==> config.mk <==
export PLATFORM = sky130hd
export DESIGN_NAME = sha2_msg_sched
export DESIGN_NICKNAME = d
export VERILOG_FILES = /design/src/rtl/sha2_msg_sched.sv
export SDC_FILE = /design/constraint.sdc
export NUM_CORES = 1
export LEC_CHECK = 0
export ABC_CLOCK_PERIOD_IN_PS = 5500
export CAP_MARGIN = 20
export CORE_ASPECT_RATIO = 0.9
export CORE_MARGIN = 3
export CORE_UTILIZATION = 61
export CTS_BUF_LIST = sky130_fd_sc_hd__clkbuf_16
export DETAILED_ROUTE_END_ITERATION = 12
export GPL_ROUTABILITY_DRIVEN = 0
export PLACE_DENSITY_LB_ADDON = 0.2
export REMOVE_ABC_BUFFERS = 1
export SETUP_SLACK_MARGIN = 0.5
export SYNTH_ARGS = -nofsm -noshare
export SYNTH_HDL_FRONTEND = slang
export SYNTH_SLANG_ARGS = --single-unit
==> constraint.sdc <==
create_clock -name clk -period 5.5 [get_ports clk]
set_clock_uncertainty 0.1 [all_clocks]
set_input_delay 0.825 -clock clk [delete_from_list [all_inputs] [get_ports clk]]
set_output_delay 0.825 -clock clk [all_outputs]
set_load 0.01 [all_outputs]
==> src/rtl/sha2_msg_sched.sv <==
// SHA-2 message scheduler: loads 16 padded block words, then streams W0..W(ROUNDS-1).
// Latency: W0 is valid the cycle after the 16th accepted beat; one word per cycle while w_ready=1.
// Backpressure: w_ready=0 freezes window, round counter and outputs; blk_ready is low while emitting.
//
// Ports:
//   clk, rst        clock (rising edge); synchronous active-low reset
//   abort           synchronous flush of the block in progress (beat in that cycle is dropped)
//   blk_valid/ready/word   input word stream, W0 first
//   w_valid/ready/data     schedule word stream W_t
//   w_idx           round index t of w_data
//   w_last          marks t = ROUNDS-1
//   busy            words partially loaded, or schedule being emitted
module sha2_msg_sched #(
  parameter int WORD_W = 32
) (
  input  logic              clk,
  input  logic              rst,
  input  logic              abort,
  input  logic              blk_valid,
  output logic              blk_ready,
  input  logic [WORD_W-1:0] blk_word,
  output logic              w_valid,
  input  logic              w_ready,
  output logic [WORD_W-1:0] w_data,
  output logic [6:0]        w_idx,
  output logic              w_last,
  output logic              busy
);

  localparam int          ROUNDS = (WORD_W == 32) ? 64 : 80;
  localparam logic [6:0]  LAST_T = 7'(ROUNDS - 1);

  if (WORD_W != 32 && WORD_W != 64) begin : g_bad_width
    $error("sha2_msg_sched: WORD_W must be 32 or 64");
  end

  typedef enum logic {ST_LOAD, ST_EMIT} state_e;

  state_e            state_q, state_d;
  logic [WORD_W-1:0] win_q [16];
  logic [WORD_W-1:0] win_d [16];
  logic [3:0]        ld_cnt_q, ld_cnt_d;
  logic [6:0]        t_q, t_d;

  logic              in_fire;
  logic              out_fire;
  logic [WORD_W-1:0] w_next;

  function automatic logic [WORD_W-1:0] rotr(input logic [WORD_W-1:0] x, input int n);
    return (x >> n) | (x << (WORD_W - n));
  endfunction

  function automatic logic [WORD_W-1:0] sig0(input logic [WORD_W-1:0] x);
    if (WORD_W == 32) return rotr(x, 7) ^ rotr(x, 18) ^ (x >> 3);
    else              return rotr(x, 1) ^ rotr(x, 8)  ^ (x >> 7);
  endfunction

  function automatic logic [WORD_W-1:0] sig1(input logic [WORD_W-1:0] x);
    if (WORD_W == 32) return rotr(x, 17) ^ rotr(x, 19) ^ (x >> 10);
    else              return rotr(x, 19) ^ rotr(x, 61) ^ (x >> 6);
  endfunction

  // Handshakes are qualified by state only, so blk_valid is ignored in EMIT
  // and w_ready is ignored in LOAD.
  assign in_fire  = (state_q == ST_LOAD) && blk_valid;
  assign out_fire = (state_q == ST_EMIT) && w_ready;

  // Window position k holds W(t+k): W(t+16) = s1(W(t+14)) + W(t+9) + s0(W(t+1)) + W(t).
  // Beyond t = ROUNDS-17 these words are never emitted; computing them anyway keeps the path uniform.
  assign w_next = sig1(win_q[14]) + win_q[9] + sig0(win_q[1]) + win_q[0];

  // ---------------------------------------------------------------- state register
  always_ff @(posedge clk) begin
    if (!rst) state_q <= ST_LOAD;
    else      state_q <= state_d;
  end

  // ---------------------------------------------------------------- next-state logic
  always_comb begin
    state_d = state_q;
    case (state_q)
      ST_LOAD: if (in_fire && ld_cnt_q == 4'd15) state_d = ST_EMIT;
      ST_EMIT: if (out_fire && t_q == LAST_T)    state_d = ST_LOAD;
      default: state_d = ST_LOAD;
    endcase
    if (abort) state_d = ST_LOAD;
  end

  // ---------------------------------------------------------------- output decode
  always_comb begin
    blk_ready = (state_q == ST_LOAD);
    w_valid   = (state_q == ST_EMIT);
    w_last    = (state_q == ST_EMIT) && (t_q == LAST_T);
    busy      = (state_q == ST_EMIT) || (ld_cnt_q != 4'd0);
    w_data    = win_q[0];
    w_idx     = t_q;
  end

  // ---------------------------------------------------------------- datapath next state
  always_comb begin
    win_d    = win_q;
    ld_cnt_d = ld_cnt_q;
    t_d      = t_q;
    if (abort) begin
      // Window contents are left as-is; the next block overwrites all 16 entries.
      ld_cnt_d = 4'd0;
      t_d      = 7'd0;
    end else if (in_fire) begin
      for (int i = 0; i < 15; i++) win_d[i] = win_q[i+1];
      win_d[15] = blk_word;
      ld_cnt_d  = ld_cnt_q + 4'd1;   // wraps 15 -> 0 on the final beat
    end else if (out_fire) begin
      for (int i = 0; i < 15; i++) win_d[i] = win_q[i+1];
      win_d[15] = w_next;
      t_d       = (t_q == LAST_T) ? 7'd0 : t_q + 7'd1;
    end
  end

  // ---------------------------------------------------------------- datapath registers
  always_ff @(posedge clk) begin
    if (!rst) begin
      for (int i = 0; i < 16; i++) win_q[i] <= '0;
      ld_cnt_q <= 4'd0;
      t_q      <= 7'd0;
    end else begin
      for (int i = 0; i < 16; i++) win_q[i] <= win_d[i];
      ld_cnt_q <= ld_cnt_d;
      t_q      <= t_d;
    end
  end

endmodule
==> impl_summary.txt, run 1 <==
----------------------------------------------------
[Run status]
  Result of the run ... complete, no violations

[Timing]
  Highest achievable clock rate ... 227 MHz
  Max Slew Vio Count ... 0
  Worst Setup Slack, final ... 1.09 ns
  Setup repair after global routing missed its margin ... false
  Final count of hold timing violations ... 0
  Worst slew pin tran ... 1.01 ns
  Tmin final ... 4.41 ns
  Share of the cycle needed by the critical path after routing ... 80.2%
  Worst relative slew slack ... 32.8%
  Setup-failing EPs final ... 0
  Final TNS setup ... 0 ns

[Synthesis]
  Avg Inst Size Synth ... 7.86 sq um
  Post-synthesis sequential element count ... 524
  Gate count after technology mapping ... 2944
  Synth top area share ... 45.3%
  Warnings from Yosys ... 0
  Portion of the post-synthesis area used by sequential elements ... 45.3%
  Mapped cell area ... 23100 sq um
  Main synth FF type ... dfxtp_1
  Unique cell type count in the Yosys netlist ... 59
  Area leader, netlist ... dfxtp_1
  Post-synth EDFFs ... 0
  Ys async rst share ... 0%
  Top cells by area, synth ... dfxtp_1, nand2_1, a21oi_1, fa_1, xnor2_1

[Floorplan]
  Rows ... 67
  IO Pins ... 80
  X dimension of the die ... 211 um
  Core box area ... 37300 sq um
  Full die area ... 40300 sq um
  Die height ... 191 um
  Starting Density ... 62.0%

[Drt]
  Post-detailed-routing wire length ... 55800 um
  Vias ... 18811
  Vias per inst ... 5.60
  Post-route DRC ... 0
  DRC violation total after the first TritonRoute iteration ... 1673
  Post-detailed-route wirelength per cell ... 16.6 um
  Remaining number of nets flagged by the antenna check after routing ... 0
  Number of detailed-route iterations in the first pass ... 6

[Finish]
  Antenna Diode Count ... 0
  Layout cells sized above 1 ... 3.44%
  Area growth from synthesis to layout ... 8.64%
  Final instance area ... 25100 sq um
  Final layout net count ... 2971

[Clock tree]
  Clk Latency, worst-skew pair ... 0.57 ns
  CTS clock-pin slew for the worst setup and hold paths ... 0.06 ns
  Clock tree from TritonCTS ... yes
  CTS H-Tree Depth ... 2
  Gates resized, CTS repair ... 0
  Clock Root Buffer ... clkbuf_16
  Number of buffers created by CTS ... 51
  CTS Buffer Depth ... 3
  Number of hold buffers added after cts ... 0
  CTS sink cnt ... 524
  Setup Fix Bufs, Post-CTS ... 0

[Setup path]
  Cells traversed along the worst timing path ... xor2_1, xnor2_1, fa_1, fa_1, inv_1, ha_1, inv_1, fa_1, nor2b_4, o211ai_2, a31oi_4, a311oi_2, a2111oi_0, a211oi_1, o21bai_1
  Signal arrival time at the worst endpoint ... 4.76 ns
  Worst Path Max Fanout ... 6
  Maximum single-stage delay on the critical path ... 0.51 ns
  Endpoint type of the worst setup path ... flop
  Launching element type of the critical path ... flop
  Worst path slowest cell ... fa_1
  Cell repeated most along the worst path ... fa_1
  Required time of the critical path ... 5.84 ns
  Kind of critical path ... flop to flop

[GRT]
  Grt total ovfl ... 0
  Maximum number of pins on one net before global-route repair ... 201
  Initial antenna violation count ... 0
  Gr usage total ... 27.3%
  Number of global-route vias before repair ... 17429
  Global-route wire length before repair ... 89300 um

[Power and ir drop]
  P per Cell Area ... 295 nW/um^2
  Maximum resistive drop on vdd ... 0.253 mV
  Leakage Power ... 0.00867 uW

[Run]
  Max-capacitance violation count ... 0

[Min path]
  Classification of the worst-slack hold path ... flop to flop

[Placement]
  Total cell area at the placement stage ... 23600 sq um
  Post-placement setup slack ... 1.19 ns
  IO buf count ... 79
  Detailed-placement wirelength estimate ... 37300 um

----------------------------------------------------
==> path summary, 6_finish.rpt <==
| kind | slack [ns] | endpoint | start | depth (start not counted) |
|---|---|---|---|---|
| min | 0.35 | win_q[167] | win_q[135] | 2 |
| max reg2reg | 1.09 | win_q[31] | win_q[50] | 15 |
| max | 1.09 | win_q[31] | win_q[50] | 15 |
| min reg2reg | 0.35 | win_q[167] | win_q[135] | 2 |
==> cells in the final DEF, fill, tap and decap left out, types with 32 or more instances in the layout <==
| master | n |
|---|---|
| dfxtp_1 | 524 |
| nand2_1 | 1020 |
| ha_1 | 34 |
| clkdlybuf4s50_1 | 79 |
| xor2_1 | 56 |
| xnor2_1 | 88 |
| clkbuf_16 | 53 |
| fa_1 | 62 |
| nor2_1 | 41 |
| inv_1 | 144 |
| o21ai_0 | 32 |
| a21oi_1 | 536 |
==> power by group <==
| group | internal [uW] | leakage, uW | switching [uW] |
|---|---|---|---|
| registers | 3820 | 0.00422 | 21.3 |
| logic | 106 | 0.00366 | 277 |
| clock network | 1780 | 0.000788 | 1420 |
| total | 5700 | 0.00867 | 1720 |
==> layer usage <==
metal	wire length, um	GRT usage [%]	up-vias
met3	4580	5.95	130
li1	-	-	9179
met5	0	0	-
met1	24000	37.0	8866
met2	25300	43.3	636
met4	1910	10.0	0
==> logic make-up after synthesis <==
| logic type | share of synthesized area [%] |
|---|---|
| AO/OA/AOI/OAI | 15.4 |
| XOR/XNOR | 5.45 |
| adder cells (fa/ha/maj) | 7.20 |
| buffers and inverters | 7.42 |
| flip-flops | 45.3 |
| multiplexers | 0.216 |
| AND/OR/NAND/NOR | 19.0 |
==> area by class of cell <==
| type | count | area (sq um) |
|---|---|---|
| inverter | 134 | 510 |
| fill | 3072 | 12200 |
| multi-input combinational | 2029 | 11000 |
| sequential | 524 | 10500 |
| clock inverter | 39 | 191 |
| tap | 483 | 604 |
| clock buffer | 53 | 1330 |
| timing repair buffer | 98 | 1060 |
==> critical path: cells and delay by family (launching register included) <==
kind / cells / cell delay (ns)
compound gates: 6 / 1.41
xor+xnor: 2 / 0.42
simple gates: 1 / 0.16
flops: 1 / 0.46
buf+inv: 2 / 0.13
fa+ha+maj: 4 / 1.58
==> synth_stat cells, types with 32 or more instances <==
library cell / count
a21oi_1: 537
clkbuf_1: 121
dfxtp_1: 524
xor2_1: 56
buf_4: 32
inv_1: 133
nor2_1: 41
buf_2: 101
xnor2_1: 88
ha_1: 34
nand2_1: 1020
o21ai_0: 32
fa_1: 62
==> stage by stage <==
stage / util [%] / std cells / hold slack [ns] / total power (uW)
floorplan: - / 2687 / 0.329 / 4160
global placement: 63.3 / 3268 / 0.334 / 4290
detailed placement: 63.3 / 3268 / 0.341 / 4300
CTS: 67.4 / 3360 / 0.347 / 7470
global route: 67.4 / 3360 / 0.359 / 7670
finish: 67.4 / 3360 / 0.347 / 7420
==> sequential cells by signal, summed over array words and instances (netlist names) <==
name      count
ld_cnt_q      4
w_data       32
w_valid       1
w_idx         7
win_q       480
Note: power is estimated with default switching activity, not from simulation.
==> run 2, diff against run 1 <==
--- a/config.mk
+++ b/config.mk
@@ -5,7 +5,7 @@
 export SDC_FILE = /design/constraint.sdc
 export NUM_CORES = 1
 export LEC_CHECK = 0
-export ABC_CLOCK_PERIOD_IN_PS = 5500
+export ABC_CLOCK_PERIOD_IN_PS = 4200
 export CAP_MARGIN = 20
 export CORE_ASPECT_RATIO = 0.9
 export CORE_MARGIN = 3
==> constraint.sdc (replaced) <==
create_clock -name clk -period 4.2 [get_ports clk]
set_clock_uncertainty 0.1 [all_clocks]
set_input_delay 0.63 -clock clk [delete_from_list [all_inputs] [get_ports clk]]
set_output_delay 0.63 -clock clk [all_outputs]
set_load 0.01 [all_outputs]
==> impl_summary.txt, run 2 (synthesis results as in run 1) <==
----------------------------------------------------
[GRT]
  Initial antenna violation count ... 0
  Maximum number of pins on one net before global-route repair ... 229
  Grt total ovfl ... 0
  Number of global-route vias before repair ... 17804
  Gr usage total ... 28.4%
  Global-route wire length before repair ... 92400 um

[Clock tree]
  Clock Root Buffer ... clkbuf_16
  Number of buffers created by CTS ... 52
  Number of hold buffers added after cts ... 0
  CTS Buffer Depth ... 3
  Clock tree from TritonCTS ... yes
  CTS sink cnt ... 524
  CTS H-Tree Depth ... 2
  Clk Latency, worst-skew pair ... 0.59 ns
  CTS clock-pin slew for the worst setup and hold paths ... 0.06 ns

[Drt]
  Vias ... 19567
  Post-route DRC ... 0
  DRC violation total after the first TritonRoute iteration ... 2025
  Post-detailed-route wirelength per cell ... 17.8 um
  Number of detailed-route iterations in the first pass ... 6
  Remaining number of nets flagged by the antenna check after routing ... 0
  Post-detailed-routing wire length ... 60600 um
  Vias per inst ... 5.75

[Timing]
  Worst relative slew slack ... 30.9%
  Final count of hold timing violations ... 0
  Worst slew pin tran ... 1.04 ns
  Share of the cycle needed by the critical path after routing ... 98.1%
  Max Slew Vio Count ... 0
  Tmin final ... 4.12 ns
  Worst hold slack across all endpoints ... 0.344 ns
  Setup-failing EPs final ... 0
  Worst Setup Slack, final ... 0.0814 ns
  Setup repair after global routing missed its margin ... true
  Highest achievable clock rate ... 243 MHz

[Setup path]
  Endpoint type of the worst setup path ... flop
  Launching element type of the critical path ... flop
  Endpoint of the lowest-slack register-to-register path ... win_q[23]
  Worst Path Max Fanout ... 7
  Crit. Startpoint ... win_q[62]
  Cell repeated most along the worst path ... fa_1
  Signal arrival time at the worst endpoint ... 4.48 ns
  Worst path slowest cell ... fa_1
  Cells traversed along the worst timing path ... xor2_1, xnor2_1, fa_1, fa_1, inv_1, ha_2, and4_4, nand3_1, o211ai_2, a311oi_4, buf_6, a21o_1, mux2i_1, a31oi_1
  FF-to-FF setup slack ... 0.08 ns
  Startpoint of the worst register-to-register path ... win_q[62]
  Crit path capture ... win_q[23]
  Maximum single-stage delay on the critical path ... 0.64 ns
  Kind of critical path ... flop to flop
  Required time of the critical path ... 4.56 ns
  Number of cells on the worst reg-to-reg path ... 14

[Floorplan]
  Rows ... 67
  Starting Density ... 62.0%
  IO Pins ... 80
  Full die area ... 40300 sq um
  Die height ... 191 um
  Core box area ... 37300 sq um
  X dimension of the die ... 211 um

[Min path]
  Startpoint of the lowest-slack hold path ... win_q[398]
  Classification of the worst-slack hold path ... flop to flop

[Placement]
  IO buf count ... 79
  Detailed-placement wirelength estimate ... 38800 um
  Post-placement setup slack ... 0.111 ns
  Total cell area at the placement stage ... 23800 sq um

[Finish]
  Antenna Diode Count ... 0
  Post-layout util ... 70.6%
  Area growth from synthesis to layout ... 13.9%
  Fillers ... 2900
  Most common library cell in the layout ignoring fill and taps ... nand2_1
  Register cell area after layout ... 10500 sq um
  Biggest register ... win_q
  Layout cells sized above 1 ... 9.21%
  Flip-flop count of the largest register after layout ... 480
  Final layout net count ... 3012
  Final instance area ... 26300 sq um
  Multi-input gate area ... 11700 sq um
  Most frequent cells in the layout ... nand2_1, a21oi_1, dfxtp_1

[Run]
  Max-capacitance violation count ... 0

[Power and ir drop]
  Leakage Power ... 0.00896 uW
  Maximum resistive drop on vdd ... 0.315 mV
  P per Cell Area ... 379 nW/um^2

[Run status]
  Result of the run ... complete, no violations

----------------------------------------------------
## run 2: cell count changes in the layout (fill, tap and decap cells not counted), sizes merged
| cell | change |
|---|---|
| clkinvlp | +3 |
| inv | +2 |
| bufinv | +2 |
| clkinv | -4 |
| buf | +40 |
## run 2: worst min path at each step
stage	to	depth (start not counted)	slack [ns]
floorplan	win_q[36]	2	0.33
global placement	win_q[215]	2	0.34
detailed placement	win_q[305]	2	0.34
CTS	win_q[148]	2	0.35
global route	win_q[430]	2	0.36
finish	win_q[430]	2	0.34
## run 2: stage by stage
stage	TNS (ns)	total power, uW	cells
after floorplan	-7864.45	5440	2687
after global routing	0	10300	3403
after CTS	0	10000	3388
after global placement	0	5630	3288
final	0	10000	3403
after detailed placement	0	5640	3288
## run 2: power breakdown
| group | leakage, uW | switching (uW) | internal [uW] |
|---|---|---|---|
| clock network | 0.000827 | 1950 | 2470 |
| logic | 0.00389 | 388 | 165 |
| registers | 0.00424 | 29.0 | 4990 |
## run 2: layer usage
layer	track usage [%]	share of wire (%)	vias to the layer above
met1	38.8	41	9213
met2	44.6	45	852
met4	11.7	5.5	0
met3	5.43	8.5	237
li1	-	-	9265
met5	0	0	-
## run 2: cell type report
class / instances / share of cell area, %
multi-input combinational: 2029 / 44.3
sequential: 524 / 40.0
timing repair buffer: 138 / 5.29
tap: 483 / 2.29
inverter: 134 / 1.94
clock inverter: 42 / 1.09
clock buffer: 53 / 5.03
## run 2: what timing repair did
| item | CTS | global route |
|---|---|---|
| endpoints found under the setup margin | 26 | 27 |
| resized for setup | 60 | 114 |
| gates cloned | 0 | 0 |
| setup buffers | 5 | 15 |
| pin swaps | 26 | 46 |
## run 2: critical path: cells and delay by family (launching register included)
family | cells | cell delay (ns)
muxes | 1 | 0.19
AOI/OAI and AO/OA | 4 | 0.79
xor gates and xnor gates | 2 | 0.38
and+or+nand+nor | 2 | 0.37
DFF | 1 | 0.41
buffers and inverters | 2 | 0.25
adders and majority gates | 3 | 1.49
